## config.mk

```make
export PLATFORM = sky130hd
export DESIGN_NAME = uart_cmd_dispatcher
export DESIGN_NICKNAME = d
export VERILOG_FILES = /design/src/rtl/uart_cmd_dispatcher.sv
export SDC_FILE = /design/constraint.sdc
export NUM_CORES = 1
export LEC_CHECK = 0
export CORE_MARGIN = 2
export CORE_UTILIZATION = 55
export CTS_CLUSTER_DIAMETER = 30
export DETAILED_ROUTE_END_ITERATION = 10
export GPL_TIMING_DRIVEN = 0
export PLACE_DENSITY = 0.79
export SYNTH_ARGS = -nofsm -noshare
export SYNTH_HDL_FRONTEND = slang
export SYNTH_SLANG_ARGS = --single-unit
export TNS_END_PERCENT = 1
```

## constraint.sdc

```tcl
create_clock -name sys_clk -period 3.26 [get_ports sys_clk]
set_input_delay 0.489 -clock sys_clk [delete_from_list [all_inputs] [get_ports sys_clk]]
set_output_delay 0.489 -clock sys_clk [all_outputs]
set_load 0.02 [all_outputs]
```

## src/rtl/uart_cmd_dispatcher.sv

```systemverilog
// UART command frame dispatcher.
// Collects 14-byte frames (0x55 .. 0xAA) from a byte stream, checks tail,
// CRC-8 (poly 0x07) and header fields, then issues either a channel
// configuration strobe (func 0x01) or a channel enable strobe (func 0x02).
// Partial frames are dropped after TIMEOUT_CYC idle cycles.
module uart_cmd_dispatcher #(
    parameter int NUM_CH      = 4,
    parameter int TIMEOUT_CYC = 50000
) (
    input  logic              sys_clk,
    input  logic              sys_rst,
    input  logic [7:0]        rx_data,
    input  logic              rx_valid,
    output logic              cfg_valid,
    output logic [7:0]        cfg_ch,
    output logic [7:0]        cfg_duty,
    output logic [15:0]       cfg_pulse_dessert,
    output logic [7:0]        cfg_pulse_num,
    output logic [31:0]       cfg_pat,
    output logic              en_valid,
    output logic [7:0]        en_ch,
    output logic              en_state,
    output logic [NUM_CH-1:0] ch_enable,
    output logic              frame_ok,
    output logic              crc_err,
    output logic              frame_err,
    output logic              busy
);

    localparam int               TMO_W    = $clog2(TIMEOUT_CYC + 1);
    localparam logic [TMO_W-1:0] TMO_LAST = TMO_W'(TIMEOUT_CYC - 1);
    localparam logic [7:0]       SOF_BYTE = 8'h55;
    localparam logic [7:0]       EOF_BYTE = 8'hAA;
    localparam logic [7:0]       FUNC_CFG = 8'h01;
    localparam logic [7:0]       FUNC_EN  = 8'h02;

    typedef enum logic [1:0] {
        ST_IDLE,
        ST_RECV,
        ST_CHECK,
        ST_DISPATCH
    } state_t;

    state_t            state_q;
    logic [3:0]        idx_q;
    logic [7:0]        crc_q;
    logic [7:0]        crc_d;
    logic [TMO_W-1:0]  tmo_q;
    logic [7:0]        frame_q [1:13];

    logic              cfg_valid_q;
    logic [7:0]        cfg_ch_q;
    logic [7:0]        cfg_duty_q;
    logic [15:0]       cfg_pulse_q;
    logic [7:0]        cfg_pulse_num_q;
    logic [31:0]       cfg_pat_q;
    logic              en_valid_q;
    logic [7:0]        en_ch_q;
    logic              en_state_q;
    logic [NUM_CH-1:0] ch_enable_q;
    logic              frame_ok_q;
    logic              crc_err_q;
    logic              frame_err_q;

    // One CRC-8 step over a whole byte, MSB first, no reflection.
    function automatic logic [7:0] crc8_byte(input logic [7:0] crc, input logic [7:0] data);
        logic [7:0] c;
        c = crc ^ data;
        for (int b = 0; b < 8; b++) begin
            c = c[7] ? ((c << 1) ^ 8'h07) : (c << 1);
        end
        return c;
    endfunction

    assign crc_d = crc8_byte(crc_q, rx_data);

    // Decoded header fields of the captured frame.
    logic [7:0] f_func;
    logic [7:0] f_ch;
    logic [7:0] f_ctrl;
    logic       ch_in_range;
    logic       func_known;
    logic       capture;

    assign f_func      = frame_q[1];
    assign f_ch        = frame_q[2];
    assign f_ctrl      = frame_q[3];
    assign ch_in_range = (f_ch != 8'd0) && (f_ch <= 8'(NUM_CH));
    assign func_known  = (f_func == FUNC_CFG) || (f_func == FUNC_EN);
    assign capture     = (state_q == ST_RECV) && rx_valid;

    // Frame byte buffer, written at the current index while receiving.
    // NOTE: the buffer has no reset; its contents are only read after a full
    // frame has overwritten every byte, and leaving it unreset keeps it plain RAM-like storage.
    always_ff @(posedge sys_clk) begin
        if (capture) begin
            frame_q[idx_q] <= rx_data;
        end
    end

    // Frame FSM with registered strobes, held configuration and enables.
    // NOTE: every state register here uses non-blocking assignment so all
    // updates take effect together at the clock edge, independent of statement order.
    always_ff @(posedge sys_clk) begin
        if (sys_rst) begin
            state_q         <= ST_IDLE;
            idx_q           <= '0;
            crc_q           <= '0;
            tmo_q           <= '0;
            cfg_valid_q     <= 1'b0;
            cfg_ch_q        <= '0;
            cfg_duty_q      <= '0;
            cfg_pulse_q     <= '0;
            cfg_pulse_num_q <= '0;
            cfg_pat_q       <= '0;
            en_valid_q      <= 1'b0;
            en_ch_q         <= '0;
            en_state_q      <= 1'b0;
            ch_enable_q     <= '0;
            frame_ok_q      <= 1'b0;
            crc_err_q       <= 1'b0;
            frame_err_q     <= 1'b0;
        end else begin
            cfg_valid_q <= 1'b0;
            en_valid_q  <= 1'b0;
            frame_ok_q  <= 1'b0;
            crc_err_q   <= 1'b0;
            frame_err_q <= 1'b0;
            case (state_q)
                ST_IDLE: begin
                    if (rx_valid && rx_data == SOF_BYTE) begin
                        state_q <= ST_RECV;
                        idx_q   <= 4'd1;
                        crc_q   <= '0;
                        tmo_q   <= '0;
                    end
                end
                ST_RECV: begin
                    if (rx_valid) begin
                        tmo_q <= '0;
                        // CRC covers func..PAT3 (indices 1..11) only.
                        if (idx_q <= 4'd11) begin
                            crc_q <= crc_d;
                        end
                        if (idx_q == 4'd13) begin
                            state_q <= ST_CHECK;
                        end else begin
                            idx_q <= idx_q + 4'd1;
                        end
                    end else if (tmo_q == TMO_LAST) begin
                        frame_err_q <= 1'b1;
                        state_q     <= ST_IDLE;
                    end else begin
                        tmo_q <= tmo_q + 1'b1;
                    end
                end
                ST_CHECK: begin
                    // Strobes are loaded here so they are visible during
                    // DISPATCH, two cycles after the tail byte.
                    if (frame_q[13] != EOF_BYTE) begin
                        frame_err_q <= 1'b1;
                        state_q     <= ST_IDLE;
                    end else if (crc_q != frame_q[12]) begin
                        crc_err_q <= 1'b1;
                        state_q   <= ST_IDLE;
                    end else if (!func_known || !ch_in_range) begin
                        frame_err_q <= 1'b1;
                        state_q     <= ST_IDLE;
                    end else begin
                        frame_ok_q <= 1'b1;
                        state_q    <= ST_DISPATCH;
                        if (f_func == FUNC_CFG) begin
                            cfg_valid_q     <= 1'b1;
                            cfg_ch_q        <= f_ch;
                            cfg_duty_q      <= frame_q[4];
                            cfg_pulse_q     <= {frame_q[5], frame_q[6]};
                            cfg_pulse_num_q <= frame_q[7];
                            cfg_pat_q       <= {frame_q[8], frame_q[9], frame_q[10], frame_q[11]};
                        end else begin
                            en_valid_q <= 1'b1;
                            en_ch_q    <= f_ch;
                            en_state_q <= f_ctrl[0];
                            for (int i = 0; i < NUM_CH; i++) begin
                                if (f_ch == 8'(i + 1)) begin
                                    ch_enable_q[i] <= f_ctrl[0];
                                end
                            end
                        end
                    end
                end
                ST_DISPATCH: begin
                    state_q <= ST_IDLE;
                end
                default: begin
                    state_q <= ST_IDLE;
                end
            endcase
        end
    end

    assign cfg_valid         = cfg_valid_q;
    assign cfg_ch            = cfg_ch_q;
    assign cfg_duty          = cfg_duty_q;
    assign cfg_pulse_dessert = cfg_pulse_q;
    assign cfg_pulse_num     = cfg_pulse_num_q;
    assign cfg_pat           = cfg_pat_q;
    assign en_valid          = en_valid_q;
    assign en_ch             = en_ch_q;
    assign en_state          = en_state_q;
    assign ch_enable         = ch_enable_q;
    assign frame_ok          = frame_ok_q;
    assign crc_err           = crc_err_q;
    assign frame_err         = frame_err_q;
    assign busy              = (state_q != ST_IDLE);

endmodule

```

; ---- Word level (Yosys, flattened, before mapping)
; Memories as Yosys holds them, arrays and structs flattened. A register that Yosys moved wholly into a read port is not among the register bits.
; Index checks and enable logic that the tools add are counted.
[word_totals]
input_bits = 11
ram_bits = 104
register_bits = 56
n_memories = 1
elab_cells = 120
out_inout_bits = 91
[mem_list]
columns = memory, words, width, rd, rd_ports_with_merged_regs, write_ports, line
row1 = frame_q, 13, 8, 13, 8, 1, 49  ; logic [7:0] frame_q [1:13];
[classes]
bitwise_logic = 14
magnitude_cmp = 2
add_sub_neg = 2
mux = 40
n_reduce_logical = 24
eq_ne = 21
[ops]
columns = cell, n
row1 = 16-bit two-way mux, 3
row2 = 16-bit case mux with 2 select lines, 1
row3 = 8-bit by 2-bit equality test with 1-bit output (second input constant), 3
row4 = 3-bit two-way mux, 8
row5 = 8-bit two-way mux, 3
row6 = 3-bit inverter, 8
row7 = 6-bit AND reduction, 4
row8 = 16-bit by 1-bit adder with 16-bit output (second input constant), 1
row9 = 16-bit equality test (second input constant), 1
row10 = 8-bit by 1-bit equality test with 1-bit output (second input constant), 2
row11 = 8-bit case mux with 2 select lines, 1
row12 = 2-bit two-way mux, 7
row13 = 4-bit two-way mux, 3
row14 = 1-bit two-way mux, 11
row15 = 5-bit AND reduction, 2
row16 = 8-bit by 3-bit equality test with 1-bit output (second input constant), 1
row17 = 8-bit by 7-bit equality test with 1-bit output (second input constant), 1
row18 = 8-bit by 3-bit less-or-equal comparator with 1-bit output (second input constant), 1
row19 = 8-bit inequality test, 1
row20 = 8-bit inequality test (second input constant), 1
row21 = 2-bit case mux with 4 select lines, 1
row22 = 4-bit case mux with 2 select lines, 1
row23 = 4-bit AND reduction, 2
row24 = 8-bit nonzero test, 1
row25 = other kinds (21), 35

; ---- Longest topological paths before layout
; Gate-level depths: netlist of run 1.
[depth]
depth_word = 20
ltp_mapped = 9
mapped_depth_nobuf = 7

; ---- Worst setup path before layout of run 1
; Ideal clock, no wire load.
[synth_timing]
path_kind = input to register
from = in rx_valid
to = mem frame_q[1][0] (enable)
n_path_buf = 1
stages = 3
arrival_ns = 1.952
setup_ns = 0.398
setup_slack_ns = 0.910
required_ns = 2.862
path_cell_list = clkbuf_1 > nand2_1 > nor4b_1
[synth_via]
elab_chain_cells = 3
[synth_rtl]
columns = element, line
row1 = from (decl), 13  ; input logic rx_valid,
row2 = 1-bit logical AND, 90  ; assign capture = (state_q == ST_RECV) && rx_valid;
row3 = 1-bit two-way mux, 96  ; if (capture) begin
row4 = 1-bit two-way mux (not written as such), 97  ; frame_q[idx_q] <= rx_data;
row5 = to (decl), 49
; Every way passes these cells.

; ---- Final worst setup path of run 1
[layout_timing]
from = in rx_data[4]
to = reg tmo_q[14]
[layout_via]
elab_chain_cells = 4
[layout_rtl]
columns = element, line
row1 = from (decl), 12  ; input logic [7:0] rx_data,
row2 = 8-bit by 7-bit equality test with 1-bit output, 131  ; if (rx_valid && rx_data == SOF_BYTE) begin
row3 = 1-bit logical AND, 131
row4 = 2-bit inequality test (no source line), -
row5 = 3-bit AND reduction (no source line), -
row6 = to (signal assigned), 154  ; tmo_q <= tmo_q + 1'b1;
row7 = to (decl), 48  ; logic [TMO_W-1:0] tmo_q;
; Every way passes these cells.
; A chain may end at the register's enable or synchronous reset.

==> results by group, run 1 <==
Detailed routing
  – Total number of vias: 7167
  – DR DRC count: 0
  – Routed Antenna Nets: 0
  – WL final: 23.1 mm
  – First drt pass iteration count: 7
  – Routed wire length per instance: 19.9 um
  – Vias per cell: 6.15
  – Iter 0 DRT Violations: 592

Final layout
  – Antenna cells: 0
  – Fin nets: 939
  – Area grow syn2layout: 28.9%
  – Layout cells sized above 1: 0.0854
  – Post-layout instance count excluding filler cells: 1165

Clock tree
  – Max H-tree Level: 2
  – Clk slew on worst S/H paths: 50 ps
  – Cts bufs inserted: 38
  – Clock Tree Root: clkbuf_16
  – Max Buffers Root-to-Sink: 3
  – CTS Hold Bufs: 0
  – Worst-Skew Late Latency: 510 ps
  – Clk sink count: 217
  – CTS resizes: 0
  – # Post-CTS Setup Buffers: 0
  – TritonCTS clock tree: yes

Power and ir drop
  – P_leak: 0.00357 uW
  – Final Power: 6910 uW
  – Power Dens Cells: 609 nW/um2
  – VDD IR max: 0.363 mV

Synth
  – Share of the synthesized area in the top cell type: 0.331
  – Seq/Total Area, Yosys: 0.604
  – Post-synth top cells: dfxtp_1 (120), edfxtp_1 (97), a21oi_1 (84)
  – Post-synth EDFFs: 97
  – Synthesized cell area: 8790 um2
  – Top area cells in the synthesized netlist: edfxtp_1 (33%), dfxtp_1 (27%), o31ai_1 (6.3%)
  – Syn_nets: 800
  – Async set-reset flop share out of synthesis: 0
  – Yosys warns: 0
  – Syn Inst Count: 781
  – Number of distinct library cells after synthesis: 51
  – Avg Synthesized Cell Area: 11.3 um2
  – Ys flop type: dfxtp_1
  – Most frequent cell after synthesis: dfxtp_1
  – Yosys top cell by area: edfxtp_1
  – Seq cells post-synth: 217

Floorplanning
  – Die area: 17000 um2
  – Chip height: 130 um
  – # IOs: 102
  – Core area: 15800 um2
  – # rows: 46
  – Starting density of the core: 0.558
  – Die Wd: 130 um

Global routing
  – Number of global-route vias before repair: 6882
  – GR Overflow Total: 0
  – Initial antenna violation count: 0
  – Largest net degree at the start of global routing: 17
  – GRT Total Usage: 0.275
  – First-pass GRT wire length: 36.2 mm

Critical path
  – CP Class: input port to flop
  – Critical Path Start: rx_data[4]
  – Crit end category: flop
  – Reg2reg start: frame_q[13][0]
  – Crit path max fanout: 15
  – CP required: 3680 ps
  – Arrival time worst endpoint: 3310 ps
  – CP max-delay cell: clkdlybuf4s50_1
  – CP Buf/Inv Count: 2
  – CP max stage delay: 1020 ps
  – CP delay by family, top: buffers and inverters
  – Cell chain of the critical path: clkdlybuf4s50_1 > nand4bb_1 > o31a_1 > a21o_1 > clkbuf_1 > or4_1 > a21oi_1
  – Worst Setup Start Kind: input port

Job
  – Maximum Capacitance Violations: 0

Timing
  – Transition time of the tightest slew-check pin: 901 ps
  – # setup viols final: 0
  – RSZ-0062 raised after global routing: false
  – Worst slew margin: 0.398
  – Setup TNS: 0 ps
  – Tcrit/Tclk final: 0.885
  – Fmax: 347 MHz
  – Clk_skew: 19.4 ps
  – Hold Fails Final Rpt: 0
  – Crit path time final: 2880 ps
  – Slew Viols, Final: 0

Hold path
  – Min-delay src: en_ch[5]
  – Min-delay worst type: flop to flop

Placed design
  – RD Place Congestion: 0.891
  – HPWL Detailed: 14.8 mm
  – PortBufs: 99
  – Cell count after placement: 1096

Outcome
  – Outcome: complete, no violations
area by class of cell:
type	instances	area, um2
clock inverter	26	269
tap	216	270
buffer	74	290
timing repair buffer	99	991
sequential	217	5320
clock buffer	43	1000
multi-input combinational	479	3160
inverter	11	41.3
fill	1125	4430
metrics by stage:
| stage | hold slack [ps] | setup WS (ps) | util | area, um2 |
|---|---|---|---|---|
| floorplan | 456 | 910 | - | 8790 |
| global placement | 443 | -88.7 | 0.638 | 10100 |
| detailed placement | 447 | -94.9 | 0.638 | 10100 |
| CTS | 460 | 359 | 0.719 | 11300 |
| global route | 484 | 196 | 0.719 | 11300 |
| finish | 461 | 375 | 0.719 | 11300 |
where the power goes:
| part | switching, uW | total (uW) | internal [uW] | leakage [uW] |
|---|---|---|---|---|
| clock | 1400 | 3890 | 2480 | 0.000607 |
| combinational | 122 | 174 | 51.9 | 0.00112 |
| sequential | 2.44 | 2850 | 2850 | 0.00184 |
| total | 1520 | 6910 | 5380 | 0.00357 |
per-layer routing:
layer / vias to the layer above / track usage / routed length (um) / share of wire
li1: 3289 / - / - / -
met5: - / 0 / 0 / 0
met2: 329 / 0.466 / 11400 / 0.49
met4: 0 / 0.105 / 550 / 0.024
met1: 3495 / 0.362 / 9550 / 0.41
met3: 54 / 0.0411 / 1660 / 0.072
path summary, 6_finish.rpt:
check	to	cells after the start	slack, ps
worst max-delay path	tmo_q[14]	7	380
worst min-delay path	en_ch[5]	1	460
worst max register to register	cfg_pat[21]	8	500
worst min register to register	en_ch[5]	1	460
flip-flops by register name, summed over array words and instances, names as in the netlist:
register           cells
cfg_ch                 8
ch_enable              4
en_valid               1
cfg_pulse_num          8
cfg_pulse_dessert     16
en_ch                  8
state_q                2
crc_err                1
idx_q                  4
frame_q               97
cfg_pat               32
en_state               1
frame_err              1
tmo_q                 16
cfg_duty               8
crc_q                  8
frame_ok               1
cfg_valid              1
worst reg2reg max path, delay by kind of cell (launching register included):
kind / cells / cell delay, ps
AO/OA/AOI/OAI: 2 / 350
buffers and inverters: 3 / 620
flip-flops: 1 / 360
AND/OR/NAND/NOR: 3 / 1270
kinds of logic after synthesis:
kind of cell	count (synthesis)	share of synthesized area
simple gates	231	0.159
flops	217	0.604
compound gates	197	0.143
buf+inv	85	0.0377
xor+xnor	38	0.0394
fa+ha+maj	8	0.0114
mux	5	0.00569
layout by cell type, fill, tap and decap left out, types with 7 or more instances in the layout:
cell             count
a21oi_1             84
and2_1              14
buf_1                7
buf_2               10
clkbuf_1            60
clkbuf_16           39
clkdlybuf4s50_1     99
dfxtp_1            120
edfxtp_1            97
ha_1                 8
inv_1               11
nand2_1             23
nand3_1             21
nand4_1             81
nor2_1              20
nor3_1              10
nor3b_1              7
o21ai_0             11
o31ai_1             74
or4_1               11
xnor2_1             31
Power figures use the tool's default switching activity.
==> run 2: changes to the inputs <==
Settings changed: GPL_TIMING_DRIVEN 0 to default.
==> results by group, run 2 (synthesis gave the netlist of run 1 again) <==
Detailed routing
  – DR DRC count: 0
  – First drt pass iteration count: 5
  – Iter 0 DRT Violations: 648
  – Routed wire length per instance: 20.1 um
  – Vias per cell: 6.21
  – Routed Antenna Nets: 0
  – WL final: 22.4 mm
  – Total number of vias: 6934

Critical path
  – Crit end category: flop
  – Crit path max fanout: 34
  – CP Class: flop to flop
  – Arrival time worst endpoint: 3090 ps
  – Worst Setup Start Kind: flop
  – CP required: 3690 ps

Final layout
  – Antenna cells: 0
  – Largest register FFs: 97
  – Post-layout instance count excluding filler cells: 1116
  – Most frequent cells in the layout: dfxtp_1 (120), clkdlybuf4s50_1 (100), edfxtp_1 (97), a21oi_1 (84), nand4_1 (81)
  – Fin nets: 891
  – Area grow syn2layout: 28.0%
  – Final core occ: 0.714
  – Commonest non-fill, non-tap cell in the layout: dfxtp_1
  – Layout cells sized above 1: 0.107
  – Register with the most flip-flops: frame_q

Floorplanning
  – Starting density of the core: 0.558
  – Chip height: 130 um
  – Die area: 17000 um2
  – # IOs: 102
  – Core area: 15800 um2
  – Die Wd: 130 um
  – # rows: 46

Power and ir drop
  – Clock power frac: 0.564
  – Final Power: 6950 uW
  – Int Power: 5540 uW
  – Power Dens Cells: 618 nW/um2
  – Net Sw Power: 1420 uW
  – Sequential power share: 0.410
  – VDD IR max: 0.538 mV
  – Sw Ratio: 0.204
  – Gate power share: 0.026
  – P_leak: 0.00359 uW

Job
  – Maximum Capacitance Violations: 0

Timing
  – RSZ-0062 raised after global routing: false
  – Hold Fails Final Rpt: 0
  – Final Hold Slack: 457 ps
  – # setup viols final: 0
  – Clk_skew: 18.8 ps
  – Slew Viols, Final: 0
  – Worst slew margin: 0.412
  – Fmax: 376 MHz
  – Transition time of the tightest slew-check pin: 881 ps
  – Setup TNS: 0 ps
  – Tcrit/Tclk final: 0.816
  – Crit path time final: 2660 ps

Clock tree
  – Cts bufs inserted: 37
  – # Post-CTS Setup Buffers: 0
  – CTS Hold Bufs: 0
  – Clock Tree Root: clkbuf_16
  – Worst-Skew Late Latency: 500 ps
  – Clk sink count: 217
  – TritonCTS clock tree: yes
  – Max H-tree Level: 2
  – Clk slew on worst S/H paths: 50 ps
  – Max Buffers Root-to-Sink: 3
  – CTS resizes: 0

Hold path
  – Min-delay worst type: flop to flop

Outcome
  – Outcome: complete, no violations

Global routing
  – Largest net degree at the start of global routing: 70
  – First-pass GRT wire length: 34.9 mm
  – GR Overflow Total: 0
  – GRT Total Usage: 0.261
  – Initial antenna violation count: 0
  – Number of global-route vias before repair: 6752

Placed design
  – PortBufs: 101
  – RD Place Congestion: 0.882
  – HPWL Detailed: 13.8 mm
  – Cell count after placement: 1049
[run 2: area by class of cell]
cell class / instances / area, um2
clock inverters: 24 / 295
flip-flops and latches: 217 / 5320
fillers: 1102 / 4510
repair buffers: 126 / 1190
multi-input cells: 479 / 3160
clock buffers: 43 / 980
inverters: 11 / 41.3
well taps: 216 / 270
[run 2: stage by stage]
stage,cell area [um2],setup WS [ps]
2_1_floorplan,8790,910
3_3_place_gp,9980,383
3_5_place_dp,9980,341
4_1_cts,11300,612
5_1_grt,11300,424
6_report,11300,600
[run 2: metal layers]
layer	up-vias	track usage	wire length [um]
met3	62	0.0485	1650
met2	312	0.433	11100
met1	3369	0.339	9000
met4	0	0.115	635
met5	-	0.00588	0
li1	3191	-	-
[run 2: worst paths after layout]
| path | from | to | slack (ps) | cells past startpoint |
|---|---|---|---|---|
| max | frame_q[13][4] | ch_enable[3] | 600 | 6 |
| min | en_ch[6] | en_ch[6] | 460 | 1 |
| max reg2reg | frame_q[13][4] | ch_enable[3] | 600 | 6 |
| min reg2reg | en_ch[6] | en_ch[6] | 460 | 1 |
[run 2: power groups by stage]
stage | registers [uW] | clock network [uW] | logic [uW]
after floorplan | 2900 | 0 | 96.5
after global placement | 2900 | 0 | 169
after detailed placement | 2900 | 0 | 176
after CTS | 2850 | 3960 | 178
after global routing | 2850 | 4100 | 194
final | 2850 | 3920 | 181
[run 2: critical path, stage by stage, from the launching register on]
cell and delay (ps):
edfxtp_1 370, nor4bb_1 500, nand2_1 170, or4_2 650
buf_4 270, or4_1 500, a21oi_1 140
==> run 3: changes to the inputs <==
Clock period 3.26 ns to 2.8 ns, I/O delays scaled along.
==> results by group, run 3 (synthesis gave the netlist of run 1 again) <==
Outcome
  – Outcome: complete, no violations

Floorplanning
  – # IOs: 102
  – Starting density of the core: 0.558
  – Chip height: 130 um
  – Die Wd: 130 um
  – Core area: 15800 um2
  – # rows: 46
  – Die area: 17000 um2

Clock tree
  – Clk slew on worst S/H paths: 50 ps
  – TritonCTS clock tree: yes
  – Cts bufs inserted: 38
  – CTS Hold Bufs: 0
  – # Post-CTS Setup Buffers: 0
  – Clk sink count: 217
  – Max H-tree Level: 2
  – Clock Tree Root: clkbuf_16
  – Max Buffers Root-to-Sink: 3
  – CTS resizes: 0
  – Worst-Skew Late Latency: 510 ps

Timing
  – Worst slew margin: 0.391
  – Crit path time final: 2670 ps
  – # setup viols final: 0
  – Tcrit/Tclk final: 0.953
  – RSZ-0062 raised after global routing: false
  – Slew Viols, Final: 0
  – Fmax: 375 MHz
  – Clk_skew: 21.8 ps
  – Transition time of the tightest slew-check pin: 906 ps
  – Hold Fails Final Rpt: 0
  – Setup TNS: 0 ps

Final layout
  – Antenna cells: 0
  – Layout cells sized above 1: 0.118
  – Fin area: 11500 um2
  – Largest register FFs: 97
  – Total area of sequential cells: 5320 um2
  – Fin nets: 905
  – Most frequent cells in the layout: dfxtp_1 (120), clkdlybuf4s50_1 (100), edfxtp_1 (97), a21oi_1 (84), nand4_1 (81)
  – Fillcell total: 1077
  – Final core occ: 0.727
  – Register with the most flip-flops: frame_q
  – Multi-input gate area: 3160 um2
  – Commonest non-fill, non-tap cell in the layout: dfxtp_1
  – Area grow syn2layout: 30.4%

Placed design
  – RD Place Congestion: 0.876
  – Placed Area: 10100 um2
  – HPWL Detailed: 14.8 mm
  – PortBufs: 101

Detailed routing
  – First drt pass iteration count: 5
  – DR DRC count: 0
  – WL final: 23.8 mm
  – Total number of vias: 7128
  – Routed Antenna Nets: 0
  – Vias per cell: 6.30
  – Routed wire length per instance: 21.0 um
  – Iter 0 DRT Violations: 762

Power and ir drop
  – VDD IR max: 0.598 mV
  – Power Dens Cells: 720 nW/um2
  – P_leak: 0.00372 uW

Critical path
  – Crit path max fanout: 65
  – Arrival time worst endpoint: 3040 ps
  – Crit end category: flop
  – CP Class: flop to flop
  – CP required: 3170 ps
  – Worst Setup Start Kind: flop

Job
  – Maximum Capacitance Violations: 0

Global routing
  – Initial antenna violation count: 0
  – First-pass GRT wire length: 36.5 mm
  – Number of global-route vias before repair: 6785
  – GR Overflow Total: 0
  – Largest net degree at the start of global routing: 66
  – GRT Total Usage: 0.278

Hold path
  – Min-delay worst type: input port to flop
-- run 3: power breakdown --
part	switching, uW	internal (uW)	total (uW)
Clock	1550	3170	4720
Combinational	150	75.9	226
Sequential	2.96	3310	3320
-- run 3: metrics by stage --
step	std cells	setup slack (ps)	total power [uW]	hold WS, ps
detailed placement	1062	99.9	3600	443
floorplan	781	519	3490	456
CTS	1132	182	8300	236
global placement	1062	149	3590	443
finish	1132	132	8260	249
global route	1132	30.2	8460	258
-- run 3: cell type report --
class | count | share of cell area
Clock buffer | 55 | 0.101
Inverter | 11 | 0.00360
Multi-Input combinational cell | 479 | 0.276
Clock inverter | 15 | 0.0158
Tap cell | 216 | 0.0236
Timing Repair Buffer | 139 | 0.117
Sequential cell | 217 | 0.463
-- run 3: routing by layer --
layer	track usage	wire length, um	vias up
li1	-	-	3232
met1	0.366	9460	3502
met2	0.458	11900	351
met3	0.0566	1900	43
met4	0.107	503	0
met5	0	0	-
-- run 3: path summary, 6_finish.rpt --
path | start | to | slack [ps] | depth (start not counted)
setup / recovery | frame_q[13][4] | cfg_duty[5] | 130 | 6
hold / removal | sys_rst | crc_q[6] | 250 | 2
setup reg to reg | frame_q[13][4] | cfg_duty[5] | 130 | 6
hold reg to reg | en_ch[3] | en_ch[3] | 460 | 1
-- run 3: critical path, cell delays in order (launching register included) --
cell and delay, ps:
edfxtp_1 390, nor4bb_1 530, nand2_1 200, or4_2 720, buf_12 230, o31ai_1 310
a21oi_1 110
